[src/rtl/kbd_input_ctrl.sv]
// Keyboard front end: synchronizes and debounces the Enter key and captures the
// switch value into KBDR on each confirmed press, with a ready/overrun status word.
module kbd_input_ctrl #(
  parameter int DEBOUNCE_CYCLES = 500000,
  parameter int DATA_W          = 16
) (
  input  logic              Clk,
  input  logic              Reset_n,
  input  logic              Key_n,
  input  logic [DATA_W-1:0] Switches,
  input  logic              Rd_KBDR,
  output logic [DATA_W-1:0] KBDR,
  output logic [15:0]       KBSR,
  output logic              Pressed
);

  localparam int CNT_W = (DEBOUNCE_CYCLES < 1) ? 1 : $clog2(DEBOUNCE_CYCLES + 1);
  localparam logic [CNT_W-1:0] CNT_MAX = CNT_W'(DEBOUNCE_CYCLES);
  localparam logic [CNT_W-1:0] CNT_ONE = CNT_W'(1);

  typedef enum logic [1:0] {
    IDLE    = 2'd0,
    DEB_PRS = 2'd1,
    PRESSED = 2'd2,
    DEB_REL = 2'd3
  } state_t;

  logic              r_sync1;
  logic              r_sync2;
  logic              w_key;
  state_t            r_state;
  state_t            w_state_next;
  logic [CNT_W-1:0]  r_cnt;
  logic [CNT_W-1:0]  w_cnt_next;
  logic [CNT_W-1:0]  w_cnt_inc;
  logic              w_capture;
  logic              r_pressed;
  logic [DATA_W-1:0] r_kbdr;
  logic              r_ready;
  logic              r_overrun;

  // Synchronizer resets to the released level so a held key must re-debounce.
  always_ff @(posedge Clk) begin
    if (!Reset_n) begin
      r_sync1 <= 1'b1;
      r_sync2 <= 1'b1;
    end else begin
      r_sync1 <= Key_n;
      r_sync2 <= r_sync1;
    end
  end

  assign w_key     = ~r_sync2;
  assign w_cnt_inc = (r_cnt == CNT_MAX) ? r_cnt : r_cnt + CNT_ONE;

  always_ff @(posedge Clk) begin
    if (!Reset_n) begin
      r_state   <= IDLE;
      r_cnt     <= '0;
      r_pressed <= 1'b0;
    end else begin
      r_state   <= w_state_next;
      r_cnt     <= w_cnt_next;
      r_pressed <= (w_state_next == PRESSED) || (w_state_next == DEB_REL);
    end
  end

  always_comb begin
    w_state_next = r_state;
    w_cnt_next   = r_cnt;
    w_capture    = 1'b0;
    case (r_state)
      IDLE: begin
        if (w_key) begin
          w_state_next = DEB_PRS;
          w_cnt_next   = CNT_ONE;
        end
      end
      DEB_PRS: begin
        if (!w_key) begin
          w_state_next = IDLE;
          w_cnt_next   = '0;
        end else if (r_cnt == CNT_MAX) begin
          w_state_next = PRESSED;
          w_cnt_next   = '0;
          w_capture    = 1'b1;
        end else begin
          w_cnt_next = w_cnt_inc;
        end
      end
      PRESSED: begin
        if (!w_key) begin
          w_state_next = DEB_REL;
          w_cnt_next   = CNT_ONE;
        end
      end
      DEB_REL: begin
        if (w_key) begin
          w_state_next = PRESSED;
          w_cnt_next   = '0;
        end else if (r_cnt == CNT_MAX) begin
          w_state_next = IDLE;
          w_cnt_next   = '0;
        end else begin
          w_cnt_next = w_cnt_inc;
        end
      end
      default: begin
        w_state_next = IDLE;
        w_cnt_next   = '0;
      end
    endcase
  end

  // A capture coinciding with a CPU read counts as a fresh character, not an overrun.
  always_ff @(posedge Clk) begin
    if (!Reset_n) begin
      r_kbdr    <= '0;
      r_ready   <= 1'b0;
      r_overrun <= 1'b0;
    end else if (w_capture) begin
      if (!r_ready || Rd_KBDR) begin
        r_kbdr    <= Switches;
        r_ready   <= 1'b1;
        r_overrun <= 1'b0;
      end else begin
        r_overrun <= 1'b1;
      end
    end else if (Rd_KBDR) begin
      r_ready   <= 1'b0;
      r_overrun <= 1'b0;
    end
  end

  assign KBDR    = r_kbdr;
  assign KBSR    = {r_ready, r_overrun, 14'b0};
  assign Pressed = r_pressed;

endmodule

[config.mk]
export PLATFORM = sky130hd
export DESIGN_NAME = kbd_input_ctrl
export DESIGN_NICKNAME = d
export VERILOG_FILES = /design/src/rtl/kbd_input_ctrl.sv
export SDC_FILE = /design/constraint.sdc
export NUM_CORES = 1
export LEC_CHECK = 0
export CAP_MARGIN = 30
export CORE_MARGIN = 4
export CORE_UTILIZATION = 55
export CTS_CLUSTER_SIZE = 10
export DETAILED_ROUTE_END_ITERATION = 10
export DONT_BUFFER_PORTS = 1
export GPL_TIMING_DRIVEN = 0
export PLACE_DENSITY = 0.72
export SLEW_MARGIN = 0
export SYNTH_ARGS = -nofsm -noshare
export SYNTH_HDL_FRONTEND = slang
export SYNTH_SLANG_ARGS = --single-unit
[constraint.sdc]
create_clock -name Clk -period 2.2 [get_ports Clk]
set_input_delay 0.55 -clock Clk [delete_from_list [all_inputs] [get_ports Clk]]
set_output_delay 0.55 -clock Clk [all_outputs]
set_load 0.03 [all_outputs]
Yosys cells after proc, flatten, opt, wreduce, memory -nomap -nowiden
Index checks and enable logic that the tools add are counted.
{"block": "classes", "addsub": 1, "mux": 21, "reduce_logical": 8, "n_eq_ne": 9}
{"operator": "2-to-1 mux 19 bit", "n": 5}
{"operator": "case mux 19 bit (4 select lines)", "n": 1}
{"operator": "adder 19 x 1 -> 19 bit (second input constant)", "n": 1}
{"operator": "equality test 19 bit (second input constant)", "n": 1}
{"operator": "2-to-1 mux 2 bit", "n": 6}
{"operator": "equality test 2 bit (second input constant)", "n": 4}
{"operator": "2-to-1 mux 1 bit", "n": 8}
{"operator": "case mux 2 bit (4 select lines)", "n": 1}
{"operator": "AND reduction 2 bit", "n": 3}
{"operator": "inequality test 2 bit (second input constant)", "n": 2}
{"operator": "equality test 2 x 1 -> 1 bit (second input constant)", "n": 1}
{"operator": "zero test 2 bit", "n": 1}
{"operator": "logical OR 1 bit", "n": 2}
{"operator": "inequality test 2 x 1 -> 1 bit (second input constant)", "n": 1}
{"operator": "nonzero test 2 bit", "n": 1}
{"operator": "zero test 1 bit", "n": 1}
{"block": "totals", "wordCells": 47, "inputBits": 20, "ff_bits": 42, "out_inout_bits": 33}

Longest topological paths before layout
Gate-level depths: netlist (run 1).
{"block": "depth", "depth_word": 6, "ltp_mapped": 7, "mapped_depth_nobuf": 6}

Worst setup path before layout (run 1)
No wires, ideal clock.
{"block": "synth_path", "path_type": "flip-flop to flip-flop", "startpoint": "register r_cnt[0]", "endpoint": "register r_cnt[9]", "synth_period_minus_slack_ns": 1.826, "required_ns": 2.069, "arrival_ns": 1.695, "setup_ns": 0.131, "slack_ns": 0.374, "n_path_buf": 1, "stages_incl_launch_ff": 8, "path_cell_list": "dfxtp_1 -> inv_1 -> ha_1 -> nor4bb_1 -> nand4_1 -> o21ai_2 -> buf_4 -> nor3_1"}
{"block": "synth_between", "elab_chain_cells": 4, "elab_cells_between_ends": 6, "cone_classes": "add/sub: 1; eq/ne: 1; mux: 4"}
{"element": "start, declared", "line": "33", "source": "logic [CNT_W-1:0] r_cnt;"}
{"element": "start signal, assigned", "line": "63", "source": "r_cnt <= w_cnt_next;"}
{"element": "adder 19 x 1 -> 19 bit / equality test 19 bit (equally long branches)", "line": "54, 83, 101"}
{"element": "2-to-1 mux 19 bit (*)", "line": "83, 101"}
{"element": "2-to-1 mux 19 bit (on tied branches)", "line": "98, 80"}
{"element": "case mux 19 bit (4 select lines) (*)", "line": "72", "source": "case (r_state)"}
Every way passes the cells marked *; elsewhere a longest branch is shown, timed or not.
A chain may end at the register's enable or synchronous reset.

Worst setup path in the final report (run 1)
{"block": "layout_path", "startpoint": "register r_state[1]", "endpoint": "register r_cnt[11]"}
{"block": "layout_between", "elab_chain_cells": 3, "elab_cells_between_ends": 8, "cone_classes": "eq/ne: 5; mux: 1; reduce/logical: 2"}
{"element": "start, declared", "line": "31", "source": "state_t r_state;"}
{"element": "start signal, assigned", "line": "62", "source": "r_state <= w_state_next;"}
{"element": "equality test 2 bit / zero test 2 bit (equally long branches)", "line": "72"}
{"element": "inequality test 2 bit (no line)"}
{"element": "AND reduction 2 bit (no line)"}
Parallel ways exist; a longest one is shown, timed or not.

==> out/qor.csv, run 1 <==
stage,metric,value,unit
status,outcome,"finished, final reports clean",
finish,fillers,330,
finish,fin_nets,287,
setup_path,crit_path_top_delay_cell,xor2_1,
synth,yosysTopAreaCellShare,40.2,%
setup_path,reg2reg_from,r_state[1],
timing,tightestPinTransition,0.711,ns
route,route.met2.wl,2.21,mm
setup_path,crit_end,r_cnt[11],
global_route,grt-ovfl-total,0,
setup_path,rrSetupSlack,0.19,ns
cts,clockRootBuffer,clkbuf_8,
timing,rsz0062_at_grt,no,
synth,syn_area_per_cell,8.61,um2
pwr,p_sw,329,uW
timing,drv_slew,0,
timing,skew,0.00213,ns
timing,relSlewSlack,52.4,%
finish,final_common_cell,dfxtp_1,
synth,yosysUniqueCellTypes,42,
synth,yosys-top-cells-area,"dfxtp_1, o21ai_0, a21oi_1",
synth,synth.largest_area_cell,dfxtp_1,
route,vias_per_cell,5.87,
pwr,clockPowerShare,41.3,%
setup_path,worstPathArrival,2.17,ns
synth,synthCells,243,
cts,cts_made_buffers,5,
synth,synth_edf_count,0,
timing,fin_crit,2.01,ns
timing,max_freq,0.499,GHz
cts,cts_tree,done,
synth,yosysSeqAreaShare,40.2,%
min_path,whs_path_depth,1,
setup_path,crit_start,r_state[1],
route,wl_met1,2.09,mm
setup_path,slowest_delay,0.61,ns
synth,synth-seq-cells,42,
setup_path,end_kind,flop,
finish,antenna_cells,0,
setup_path,cp_top_family,simple AND/OR/NAND/NOR gates,
route,ant_nets,0,
finish,final_util,64.0,%
global_route,antenna_found_initial,0,
pwr,seqPwrFrac,52.5,%
floorplanning,boundaryPins,53,
setup_path,r2r_end,r_cnt[11],
floorplanning,fp.coreArea,3660,um2
route,avgRoutedWirePerCell,14.8,um
finish,area_growth,11.9,%
cts,cts.path.max_buffers,2,
timing,timing.hold.ws,0.324,ns
cts,clk_latency,0.29,ns
floorplanning,die_w,69.7,um
route,drtPass1Iterations,4,
setup_path,cp.depth,4,
place,hpwl,3.24,mm
place,io_buffers,0,
route,routed_wl,4.66,mm
floorplanning,rows,22,
setup_path,path_cells,xor2_1 > nor2_1 > nor2_2 > a211oi_1,
min_path,holdCritPathClass,in -> reg,
route,met3_wirelength,345,um
pwr,pwr_density_cell,622,nW/um2
place,gp_routability_congestion,0.790,
finish,drive_above_1_share,15.8,%
synth,ys.flop_type,dfxtp_1,
route,top_layer,met4,
pwr,ir_drop,0.000394,V
timing,setup_viol,0,
synth,synthArstFlopShare,0,%
route,vias,1842,
timing,hold_violations,0,
global_route,grt_max_degree,14,
setup_path,crit_required,2.36,ns
global_route,grt_first_pass_wirelength,7.78,mm
pwr,combPwrFrac,6.1,%
pwr,swShare,22.6,%
cts,clock_sinks,42,
route,drt_iter0_drc,125,
setup_path,crit_buf_inv,0,
synth,ys_warn_count,0,
global_route,grt_pass1_vias,1692,
place,dp.cells,304,
cts,cts_max_level,2,
cts,clk_pin_slew_worst_paths,0.08,ns
synth,syn_area,2090,um2
pwr,p_leak,0.000779,uW
job,maxCapViolCount,0,
global_route,grt_use_total,19.3,%
floorplanning,dieArea,4860,um2
pwr,p_int,1130,uW
setup_path,crit_type,reg -> reg,
timing,final.period_utilization,91.1,%
setup_path,setup.worst_path.start_class,flop,
setup_path,cp_max_fo,10,
floorplanning,start_util,57.2,%
floorplanning,die_h,69.7,um
finish,stdcell_count,314,
finish,final_cell_mix,"dfxtp_1, o21ai_0, a21oi_1",
route,drc,0,
cts,holdBufCountCts,0,
setup_path,r2r_cells,4,
==> cell type report <==
cell class / instances / area [um2] / area share (%)
repair buffers: 2 / 15.0 / 0.641
plain buffers: 31 / 189 / 8.07
well taps: 48 / 60.1 / 2.56
flip-flops and latches: 42 / 841 / 35.9
inverters: 5 / 18.8 / 0.801
multi-input cells: 178 / 1110 / 47.3
clock buffers: 6 / 72.6 / 3.10
clock inverters: 2 / 37.5 / 1.60
==> metal layers <==
layer	GRT usage, %	vias to the layer above
met5	0	-
met4	4.68	0
met1	25.8	849
met2	30.3	62
li1	-	929
met3	6.38	2
==> cells in the mapped netlist, drive strengths merged, types with 3 or more instances <==
master / n
dfxtp: 42
o21ai: 31
a21oi: 27
buf: 21
nand4: 21
a211oi: 13
clkbuf: 10
nand3: 7
nor2: 7
or3: 7
nand2: 6
inv: 5
and2: 4
nand4b: 4
nor3: 4
and3: 3
and4: 3
nand2b: 3
xnor2: 3
==> worst register-to-register path, cell delays in order (launching register included) <==
cell and delay, ns:
dfxtp_1 0.46, xor2_1 0.61, nor2_1 0.30, nor2_2 0.42, a211oi_1 0.09
==> stage by stage <==
stage / total power, uW / TNS (ns) / area (um2) / worst slack, ns
after CTS: 1470 / 0 / 2330 / 0.208
final: 1460 / 0 / 2340 / 0.195
after floorplan: 861 / 0 / 2140 / 0.374
after detailed placement: 870 / -0.869 / 2200 / -0.114
after global placement: 870 / -1.05 / 2200 / -0.128
after global routing: 1510 / 0 / 2340 / 0.0347
==> power by group through the flow <==
stage / clock network [uW] / registers (uW) / logic (uW)
final: 602 / 765 / 88.9
after global routing: 649 / 766 / 95.6
after CTS: 617 / 765 / 87.3
after detailed placement: 0 / 784 / 86.7
after global placement: 0 / 783 / 86.8
after floorplan: 0 / 783 / 77.8
==> logic make-up after synthesis <==
family	Yosys count	share of synthesized area [%]
other	1	0.179
flip-flops	42	40.2
buffers and inverters	36	9.86
AND/OR/NAND/NOR	78	23.4
XOR/XNOR	4	2.03
AO/OA/AOI/OAI	80	23.2
adder cells (fa/ha/maj)	2	1.20
==> worst min-delay path by stage <==
stage | start | endpoint | slack, ns
2_1_floorplan | r_sync1 | r_sync2 | 0.39
3_3_place_gp | r_sync1 | r_sync2 | 0.39
3_5_place_dp | r_sync1 | r_sync2 | 0.40
4_1_cts | Rd_KBDR | r_overrun | 0.31
5_1_grt | Rd_KBDR | r_overrun | 0.30
6_report | Rd_KBDR | r_overrun | 0.32
==> repair_timing <==
item / 4_1_cts / 5_1_grt
buffers inserted: 2 / 0
endpoints found under the setup margin: 10 / 11
resized for setup: 1 / 3
pin swaps: 1 / 0
==> registers in the layout, indices dropped and copies added, names as in the netlist <==
signal     count
r_cnt         19
r_overrun      1
Pressed        1
KBDR          16
r_sync2        1
r_ready        1
r_state        2
r_sync1        1
Power figures use the tool's default switching activity.
==> run 2, diff against run 1 <==
- PLACE_DENSITY: 0.72 -> 0.79
- clock period: 2.2 -> 2.5 ns (I/O delays scaled with it)
==> run 2 against run 1 <==
Net effect: first-iteration DRC count is 30% higher; power is 12% lower; global-route usage is 0.42 points lower; via count is 0.49% higher; non-clock buffer count is 2 lower; sequential power is 12% lower; fmax is 12% lower; clock skew is 0.0067 ns higher; wire length is 3.9% lower; largest power group unchanged.
==> out/qor.csv, run 2 (synthesis results as in run 1) <==
stage,metric,value,unit
status,outcome,"finished, final reports clean",
route,drtPass1Iterations,4,
cts,cts_tree,done,
min_path,whs_path_depth,1,
finish,regMostFlops,r_cnt,
setup_path,crit_required,2.66,ns
timing,tightestPinTransition,0.681,ns
cts,cts_resized,0,
floorplanning,die_h,69.7,um
finish,fin_nets,285,
timing,timing.final.ws_setup,0.231,ns
finish,area_growth,10.8,%
pwr,p_leak,0.000766,uW
cts,cts_max_level,2,
setup_path,end_kind,flop,
timing,max_freq,0.441,GHz
cts,cts.path.max_buffers,2,
setup_path,reg2reg_from,r_cnt[0],
setup_path,crit_type,reg -> reg,
timing,hold_violations,0,
cts,clockRootBuffer,clkbuf_8,
setup_path,setup.worst_path.start_class,flop,
global_route,antenna_found_initial,0,
place,pre_cts_ws,0.192,ns
cts,clk_pin_slew_worst_paths,0.08,ns
global_route,grt_max_degree,14,
floorplanning,dieArea,4860,um2
floorplanning,fp.coreArea,3660,um2
setup_path,r2r_cells,7,
route,drc,0,
timing,final.period_utilization,90.7,%
timing,rsz0062_at_grt,no,
route,routed_wl,4.47,mm
setup_path,worstPathArrival,2.43,ns
global_route,grt_use_total,18.9,%
finish,drive_above_1_share,14.4,%
floorplanning,rows,22,
cts,clock_sinks,42,
setup_path,crit_start,r_cnt[0],
global_route,grt-ovfl-total,0,
pwr,ir_drop,0.000343,V
min_path,holdCritPathClass,in -> reg,
setup_path,cp_max_fo,10,
pwr,pwr_density_cell,552,nW/um2
timing,drv_slew,0,
timing,relSlewSlack,54.5,%
timing,setup_tns,0,ns
floorplanning,die_w,69.7,um
route,vias,1851,
cts,clk_latency,0.29,ns
cts,post_cts_buffers,0,
global_route,grt_pass1_vias,1634,
timing,skew,0.00878,ns
timing,setup_viol,0,
cts,holdBufCountCts,0,
route,ant_nets,0,
route,drt_iter0_drc,163,
place,gp_routability_congestion,0.781,
floorplanning,boundaryPins,53,
timing,fin_crit,2.27,ns
route,vias_per_cell,5.93,
finish,final_cell_mix,"dfxtp_1, o21ai_0, a21oi_1",
timing,timing.hold.ws,0.392,ns
global_route,grt_first_pass_wirelength,7.64,mm
finish,antenna_cells,0,
floorplanning,start_util,57.2,%
min_path,worstHoldStart,Rd_KBDR,
finish,final_common_cell,dfxtp_1,
finish,largest_register_ffs,19,
place,hpwl,3.22,mm
job,maxCapViolCount,0,
cts,cts_made_buffers,5,
route,avgRoutedWirePerCell,14.3,um
place,io_buffers,0,
[run 2: metal layers]
layer,global-route usage (%),share of wire [%],wire length [um]
met1,25.3,44,1990
met2,29.8,48,2170
met3,4.93,6.4,288
met4,6.17,0.67,30
met5,0,0,0
[run 2: cell type report]
cell class	count	area [um2]
buffer	31	188
clock inverter	2	37.5
clock buffer	6	72.6
multi-input combinational	178	1100
tap	48	60.1
sequential	42	841
fill	328	1340
inverter	5	18.8
[run 2: metrics by stage]
stage	cells	power, uW	utilization [%]	area (um2)
after floorplan	256	758	-	2140
after global placement	304	766	60.2	2200
after detailed placement	304	766	60.2	2200
after CTS	312	1300	63.2	2310
after global routing	312	1330	63.4	2320
final	312	1280	63.4	2320
[run 2: final timing paths]
| kind | endpoint | slack (ns) |
|---|---|---|
| min | r_overrun | 0.39 |
| max reg2reg | r_state[0] | 0.23 |
| min reg2reg | r_sync2 | 0.41 |
| max | r_state[0] | 0.23 |
[run 2: power breakdown]
part	switching, uW	internal [uW]	total (uW)
Combinational	54.0	23.7	77.6
Sequential	2.78	671	674
Clock	230	298	528
[run 2: critical path, stage by stage (launching register included)]
cell,delay (ns)
dfxtp_1,0.36
inv_1,0.08
ha_1,0.13
nor4bb_1,0.36
nand4_1,0.46
o21ai_4,0.44
buf_4,0.24
nor2_1,0.06
